`src/rtl/fp_sqrt_rnd.sv`:
```
// Iterative binary32 square root: one restoring radix-2 root bit per cycle, then rounding.
// Special operands are decoded at accept time but still take the full fixed latency.
module fp_sqrt_rnd #(
  parameter int unsigned FP_FORMAT = 0
) (
  input  logic        clk_i,
  input  logic        reset_i,
  input  logic [31:0] a_i,
  input  logic        start_i,
  input  logic [2:0]  rnd_i,
  output logic        done_o,
  output logic [31:0] result_o,
  output logic [4:0]  flags_o
);

  // Only binary32 is implemented; every FP_FORMAT value selects it.
  localparam int Bias = (FP_FORMAT == 0) ? 127 : 127;

  localparam logic [1:0] StIdle = 2'd0;
  localparam logic [1:0] StCalc = 2'd1;
  localparam logic [1:0] StDone = 2'd2;

  localparam logic [4:0] LastIter = 5'd25;

  logic [1:0]  state_q, state_d;
  logic [4:0]  cnt_q, cnt_d;
  logic [49:0] rad_q, rad_d;
  logic [26:0] rem_q, rem_d;
  logic [24:0] root_q, root_d;
  logic [7:0]  exp_q, exp_d;
  logic [2:0]  rnd_q, rnd_d;
  logic        special_q, special_d;
  logic [31:0] spec_res_q, spec_res_d;
  logic        spec_nv_q, spec_nv_d;
  logic [31:0] result_q, result_d;
  logic [4:0]  flags_q, flags_d;

  // Operand decode, used only on the accepting edge
  logic        in_sign, is_nan, is_inf, is_zero, in_special, in_nv, odd_exp;
  logic [7:0]  in_exp, exp_eff, acc_exp;
  logic [22:0] in_frac;
  logic [23:0] mant, norm;
  logic [4:0]  lz;
  logic [24:0] sig;
  logic signed [9:0] e_unb, e_even;
  logic [31:0] in_res;

  always_comb begin
    in_sign = a_i[31];
    in_exp  = a_i[30:23];
    in_frac = a_i[22:0];
    is_nan  = (in_exp == 8'hFF) && (in_frac != 23'd0);
    is_inf  = (in_exp == 8'hFF) && (in_frac == 23'd0);
    is_zero = (in_exp == 8'h00) && (in_frac == 23'd0);

    mant = {(in_exp != 8'h00), in_frac};
    lz   = 5'd0;
    for (int i = 0; i < 24; i++) begin
      if (mant[i]) lz = 5'(23 - i);
    end
    norm    = mant << lz;
    exp_eff = (in_exp == 8'h00) ? 8'd1 : in_exp;
    e_unb   = $signed({2'b00, exp_eff}) - $signed(10'(Bias)) - $signed({5'b00000, lz});
    odd_exp = e_unb[0];
    // An odd exponent is made even by doubling the significand into [2,4)
    sig     = odd_exp ? {norm, 1'b0} : {1'b0, norm};
    e_even  = odd_exp ? (e_unb - 10'sd1) : e_unb;
    acc_exp = 8'((e_even >>> 1) + $signed(10'(Bias)));

    in_special = is_nan || is_inf || is_zero || in_sign;
    in_nv      = 1'b0;
    in_res     = 32'h7FC0_0000;
    if (is_nan) begin
      in_nv = ~in_frac[22];
    end else if (in_sign && !is_zero) begin
      in_nv = 1'b1;
    end else if (is_zero) begin
      in_res = a_i;
    end else if (is_inf) begin
      in_res = 32'h7F80_0000;
    end
  end

  // One restoring step: bring down two radicand bits, try subtracting 4*root+1
  logic [28:0] rem_sh, trial;
  logic        take;
  logic [26:0] rem_it;

  always_comb begin
    rem_sh = {rem_q, rad_q[49:48]};
    trial  = {2'b00, root_q, 2'b01};
    take   = (rem_sh >= trial);
    rem_it = take ? 27'(rem_sh - trial) : 27'(rem_sh);
  end

  logic        rbit, lsb, sticky, inc;
  logic [31:0] rounded;

  always_comb begin
    rbit   = root_q[0];
    lsb    = root_q[1];
    sticky = |rem_q;
    unique case (rnd_q)
      3'd1, 3'd2: inc = 1'b0;
      3'd3:       inc = rbit | sticky;
      3'd4:       inc = rbit;
      default:    inc = rbit & (sticky | lsb);
    endcase
    // A mantissa carry-out ripples straight into the exponent field
    rounded = {1'b0, exp_q, root_q[23:1]} + {31'd0, inc};
  end

  always_comb begin
    state_d    = state_q;
    cnt_d      = cnt_q;
    rad_d      = rad_q;
    rem_d      = rem_q;
    root_d     = root_q;
    exp_d      = exp_q;
    rnd_d      = rnd_q;
    special_d  = special_q;
    spec_res_d = spec_res_q;
    spec_nv_d  = spec_nv_q;
    result_d   = result_q;
    flags_d    = flags_q;

    case (state_q)
      StIdle: begin
        if (start_i) begin
          state_d    = StCalc;
          cnt_d      = 5'd0;
          rad_d      = {sig, 25'd0};
          rem_d      = 27'd0;
          root_d     = 25'd0;
          exp_d      = acc_exp;
          rnd_d      = rnd_i;
          special_d  = in_special;
          spec_res_d = in_res;
          spec_nv_d  = in_nv;
        end
      end
      StCalc: begin
        if (cnt_q == LastIter) begin
          state_d  = StDone;
          result_d = special_q ? spec_res_q : rounded;
          flags_d  = special_q ? {spec_nv_q, 4'b0000} : {4'b0000, rbit | sticky};
        end else begin
          rad_d  = {rad_q[47:0], 2'b00};
          rem_d  = rem_it;
          root_d = {root_q[23:0], take};
          cnt_d  = cnt_q + 5'd1;
        end
      end
      StDone: state_d = StIdle;
      default: state_d = StIdle;
    endcase
  end

  always_ff @(posedge clk_i or negedge reset_i) begin
    if (!reset_i) begin
      state_q    <= StIdle;
      cnt_q      <= 5'd0;
      rad_q      <= 50'd0;
      rem_q      <= 27'd0;
      root_q     <= 25'd0;
      exp_q      <= 8'd0;
      rnd_q      <= 3'd0;
      special_q  <= 1'b0;
      spec_res_q <= 32'd0;
      spec_nv_q  <= 1'b0;
      result_q   <= 32'd0;
      flags_q    <= 5'd0;
    end else begin
      state_q    <= state_d;
      cnt_q      <= cnt_d;
      rad_q      <= rad_d;
      rem_q      <= rem_d;
      root_q     <= root_d;
      exp_q      <= exp_d;
      rnd_q      <= rnd_d;
      special_q  <= special_d;
      spec_res_q <= spec_res_d;
      spec_nv_q  <= spec_nv_d;
      result_q   <= result_d;
      flags_q    <= flags_d;
    end
  end

  assign done_o   = (state_q == StDone);
  assign result_o = result_q;
  assign flags_o  = flags_q;

endmodule

```
`config.mk`:
```
export PLATFORM = sky130hd
export DESIGN_NAME = fp_sqrt_rnd
export DESIGN_NICKNAME = d
export VERILOG_FILES = /design/src/rtl/fp_sqrt_rnd.sv
export SDC_FILE = /design/constraint.sdc
export NUM_CORES = 1
export LEC_CHECK = 0
export CAP_MARGIN = 20
export CORE_MARGIN = 1.5
export CORE_UTILIZATION = 55
export DETAILED_ROUTE_END_ITERATION = 8
export PLACE_DENSITY = 0.81
export SYNTH_ARGS = -nofsm -noshare
export SYNTH_HDL_FRONTEND = slang
export SYNTH_SLANG_ARGS = --single-unit
export TNS_END_PERCENT = 10
```
`constraint.sdc`:
```
create_clock -name clk_i -period 3.47 [get_ports clk_i]
set_input_delay 0.694 -clock clk_i [delete_from_list [all_inputs] [get_ports clk_i]]
set_output_delay 0.694 -clock clk_i [all_outputs]
set_load 0.03 [all_outputs]
```
# Yosys cells after proc, flatten, opt, wreduce, memory -nomap -nowiden

Cells that the tools add are included.

Bits in registers: 191

$add $sub $neg: 7
Order comparisons: 1
Equality and inequality tests: 11
Shifts and indexed selects: 1
Muxes and demuxes: 52
Bitwise logic cells: 4
Reduce and logical (&&, ||, !) cells: 20

Operator list:

| operator                                                           | count |
|---|---|
| 5-bit two-way mux                                                  | 27 |
| 32-bit two-way mux                                                 | 4 |
| 50-bit two-way mux                                                 | 2 |
| 50-bit one-hot mux with 2 select lines                             | 1 |
| 27-bit two-way mux                                                 | 3 |
| 25-bit two-way mux                                                 | 3 |
| 27-bit one-hot mux with 2 select lines                             | 1 |
| 25-bit one-hot mux with 2 select lines                             | 1 |
| 31-bit by 1-bit adder with 32-bit output                           | 1 |
| 29-bit by 27-bit >= comparator with 1-bit output                   | 1 |
| 27-bit OR reduction                                                | 1 |
| 27-bit subtractor                                                  | 1 |
| 24-bit by 5-bit left shift with 24-bit output                      | 1 |
| 23-bit zero test                                                   | 1 |
| 23-bit two-way mux                                                 | 1 |
| 23-bit nonzero test                                                | 1 |
| 5-bit one-hot mux with 2 select lines                              | 1 |
| 9-bit two-way mux                                                  | 1 |
| 8-bit by 7-bit subtractor with 9-bit output, second input constant | 1 |
| 9-bit by 2-bit subtractor with 9-bit output, second input constant | 1 |
| 9-bit by 6-bit subtractor with 9-bit output                        | 1 |
| 8-bit adder, second input constant                                 | 1 |
| 8-bit equality test, second input constant                         | 1 |
| 8-bit zero test                                                    | 1 |
| 25 further kinds                                                   | 38 |

# Longest topological paths before layout

Depth after elaboration: 28
Gate-level depth with buffers: 24

# Least setup slack after synthesis

OpenSTA, ideal clock, no wires.

Kind: input to register
From: in a_i[23]
To: reg exp_q[7]
Data arrival time: 4,524 ps
Slack: -1,189 ps
Cell stages on the path: 22
Cells stage by stage: or4_4 -> nor3_4 -> and3_1 -> o21ai_2 -> inv_1 -> buf_2 -> buf_2 -> ha_1 -> inv_1 -> ha_1 -> inv_1 -> fa_1 -> nor2b_1 -> o21ai_0 -> nand2b_1 -> nor2b_1 -> o32ai_1 -> xnor2_1 -> or4_1 -> nor2_1 -> xor2_1 -> o21ai_0

Longest elaborated chain between the ends: 7
Elaborated cells on any way between the ends: 9

Ends and longest elaborated chain:

| what                                            | line | source |
|---|---|---|
| start, declared                                 | 8    | `input logic [31:0] a_i,` |
| 8-bit zero test                                 | 62   | `exp_eff = (in_exp == 8'h00) ? 8'd1 : in_exp;` |
| 8-bit two-way mux                               | 62   |  |
| 8-bit by 7-bit subtractor with 9-bit output     | 63   | `e_unb = $signed({2'b00, exp_eff}) - $signed(10'(Bias)) - $signed({5'b00000, lz});` |
| 9-bit by 6-bit subtractor with 9-bit output (*) | 63   |  |
| 9-bit by 2-bit subtractor with 9-bit output     | 67   | `e_even = odd_exp ? (e_unb - 10'sd1) : e_unb;` |
| 9-bit two-way mux (*)                           | 67   |  |
| 8-bit adder (*)                                 | 68   | `acc_exp = 8'((e_even >>> 1) + $signed(10'(Bias)));` |
| end signal, assigned                            | 179  | `exp_q <= exp_d;` |
| end, declared                                   | 30   | `logic [7:0] exp_q, exp_d;` |

Mark *: on every way between the ends. The rest lies on a longest branch, timed or not.
A chain may end at the register's enable or synchronous reset.

# Worst setup path in the final report

From: in a_i[26]
To: reg exp_q[7]

The elaborated chain is that of the path after synthesis.

==> reports/results.txt <==
Clk sinks -> 163
Ys Warns -> 0
Slew headroom -> 0.476
Core Util, Final -> 0.725
Cell Area, Placed -> 12800 um^2
Largest net degree at the start of global routing -> 75
Die X -> 143 um
Synth Register Bits -> 163
Filler cell count -> 1364
Design Area, Final -> 14000 um^2
Inserted Clock Buffers -> 17
Synth Instances -> 1288
FF/Latch Area -> 4080 um^2
Worst-path fanout max -> 4
Worst Slack Setup Final -> -0.628 ns
CP startpoint kind -> input port
Actual slew at the worst max-slew pin -> 0.784 ns
WL/cell -> 18.7 um
Synth area leader -> dfrtp_1
Starting Density -> 0.559
Number of H-tree levels -> 4
Max cap viols -> 0
Top Ports -> 76
Layout area overhead -> 29.8%
GR Overflow Total -> 0
Hold WS -> 0.275 ns
Drt total wl -> 33.2 mm
Main synth FF type -> dfrtp_1
Status -> finished with violations
Post-DP HPWL -> 20.8 mm
Final setup fails -> 8
Placer Congestion -> 0.973
Syn Area/Cell -> 8.39 um^2
FP Rows -> 51
RSZ-0062 raised after global routing -> true
Crit share post-route -> 1.18
Synth Cell Area -> 10800 um^2
Post-synth EDFFs -> 0
Worst-path clk slew -> 0.07 ns
Max Fclk -> 244 MHz
DRT iter0 DRCs -> 1101
Synth async-reset ratio -> 1.00
Worst path arrival time -> 4.38 ns
Top post-synthesis cells by area -> dfrtp_1 (38%), ha_1 (5.2%), mux2i_1 (5.0%)
Hold crit path type -> input port to asynchronous set/reset pin
Skew-Pair Late Insertion Delay -> 0.43 ns
Die area -> 20500 um^2
Share of the synthesized area in the top cell type -> 0.378
Cts hold-fix bufs -> 0
Number of global-route vias before repair -> 10400
Initial antenna violation count -> 0
Multi-input logic area -> 6560 um^2
CTS tree -> built
# port buffers -> 72
WS Path Type -> input port to flop
Global-route wire length before repair -> 51.1 mm
Post-synthesis sequential area ratio -> 0.378
Clk_skew -> 0.0145 ns
VDD IR-drop max -> 432 uV
Core area -> 19300 um^2
Hold Vio Cnt, Final -> 0
Place WS -> -1.35 ns
Root Buffer -> clkbuf_16
Commonest non-fill, non-tap cell in the layout -> buf_4
Die H -> 143 um
Gr usage total -> 0.317
Failing checks -> negative setup slack
Max Root-Sink Buffers -> 2
PwrDens -> 862 nW/um^2
LEAKAGE -> 6.18 nW
CP endpoint kind -> flop
Post-route DRC -> 0
CP required -> 3.75 ns
Routed vias/inst -> 6.16
ANT cells -> 0
Post-DRT Antenna Nets -> 0
# nets final -> 1587
Cell variety after synth -> 76
Layout cells sized above 1 -> 0.224
Commonest cells after routing, fill and taps aside -> buf_4 (192), dfrtp_1 (161), nand2_1 (125), nor2_1 (109), o21ai_0 (99)
Vias -> 11000
Slew Viols, Final -> 0
Drt first pass iters -> 6
Minimum clock period -> 4.10 ns
report_power, final:
part / switching (mW) / internal (mW) / leakage, nW
clock: 0.757 / 1.03 / 0.263
sequential: 0.746 / 2.63 / 2.05
combinational: 3.97 / 2.95 / 3.87
total: 5.47 / 6.62 / 6.18
cell usage after synthesis, drive strengths merged (13+ instances only):
cell,number
or3,14
buf,24
nor3,22
and3,15
ha,45
a21o,17
xnor2,46
o22ai,13
nor2,111
nor4,20
xor2,16
a21oi,105
dfrtp,163
o21ai,133
nand4,17
inv,64
clkbuf,53
mux2i,54
nand2,131
and2,30
nand3,60
worst max-delay path, cell delays in order:
cell	delay [ns]
buf_6	0.09
or4_4	0.55
nor3_4	0.25
and3_4	0.24
o21ai_4	0.06
inv_2	0.09
ha_4	0.21
inv_4	0.05
ha_4	0.14
inv_4	0.04
fa_2	0.36
nor2b_2	0.14
o21ai_2	0.09
nand2b_4	0.12
xnor2_2	0.14
buf_4	0.18
or4_1	0.52
nor2_1	0.13
xor2_1	0.18
o21ai_2	0.11
metrics by stage:
step	TNS [ns]	std cells	total power [mW]
after CTS	-1.46	1774	11.7
after global routing	-3.50	1778	12.9
after global placement	-15.76	1708	9.53
after detailed placement	-17.66	1708	9.79
after floorplan	-4.98	1290	8.03
final	-2.51	1778	12.1
final cells by class:
cell class	count	area share
multi-input cells	986	0.468
flip-flops and latches	163	0.291
repair buffers	271	0.161
clock buffers	21	0.0335
well taps	265	0.0236
inverters	64	0.0175
clock inverters	8	0.00571
repair_timing:
action                                  in CTS  in global routing
endpoints found under the setup margin      20                 43
resized for setup                           87                 60
pin swaps                                   28                 18
setup buffers                               37                  8
registers in the layout, indices dropped and copies added (netlist names):
signal and cells:
result_o 32, spec_res_q 32, rem_q 27, rad_q 25, root_q 25, exp_q 8, cnt_q 5, rnd_q 3
flags_o 2, state_q 2, spec_nv_q 1, special_q 1
logic make-up (layout without fill, tap and decap cells):
family          after synthesis  count (layout)  share of synthesized area
xor+xnor                     62              62                     0.0503
mux                          64              64                     0.0605
simple gates                452             452                      0.200
compound gates              358             358                      0.200
fa+ha+maj                    47              47                     0.0549
buf+inv                     141             364                     0.0560
flops                       163             163                      0.378
other cells                   1               3                   0.000347
layer usage:
layer	wire, um	track usage
met1	12900	0.382
met2	16000	0.523
met3	2200	0.0573
met4	2130	0.203
met5	0	0
worst paths after layout:
path | depth (start not counted) | to | from | slack, ns
setup reg to reg | 13 | rem_q[22] | root_q[0] | 0.12
max in group asynchronous | 2 | root_q[5] | reset_i | 2.48
hold / removal | 1 | spec_res_q[9] | reset_i | 0.27
min in group clk_i | 2 | result_o[11] | result_o[11] | 0.48
hold reg to reg | 2 | result_o[11] | result_o[11] | 0.48
setup / recovery | 20 | exp_q[7] | a_i[26] | -0.63
Note: power is estimated with default switching activity, not from simulation.
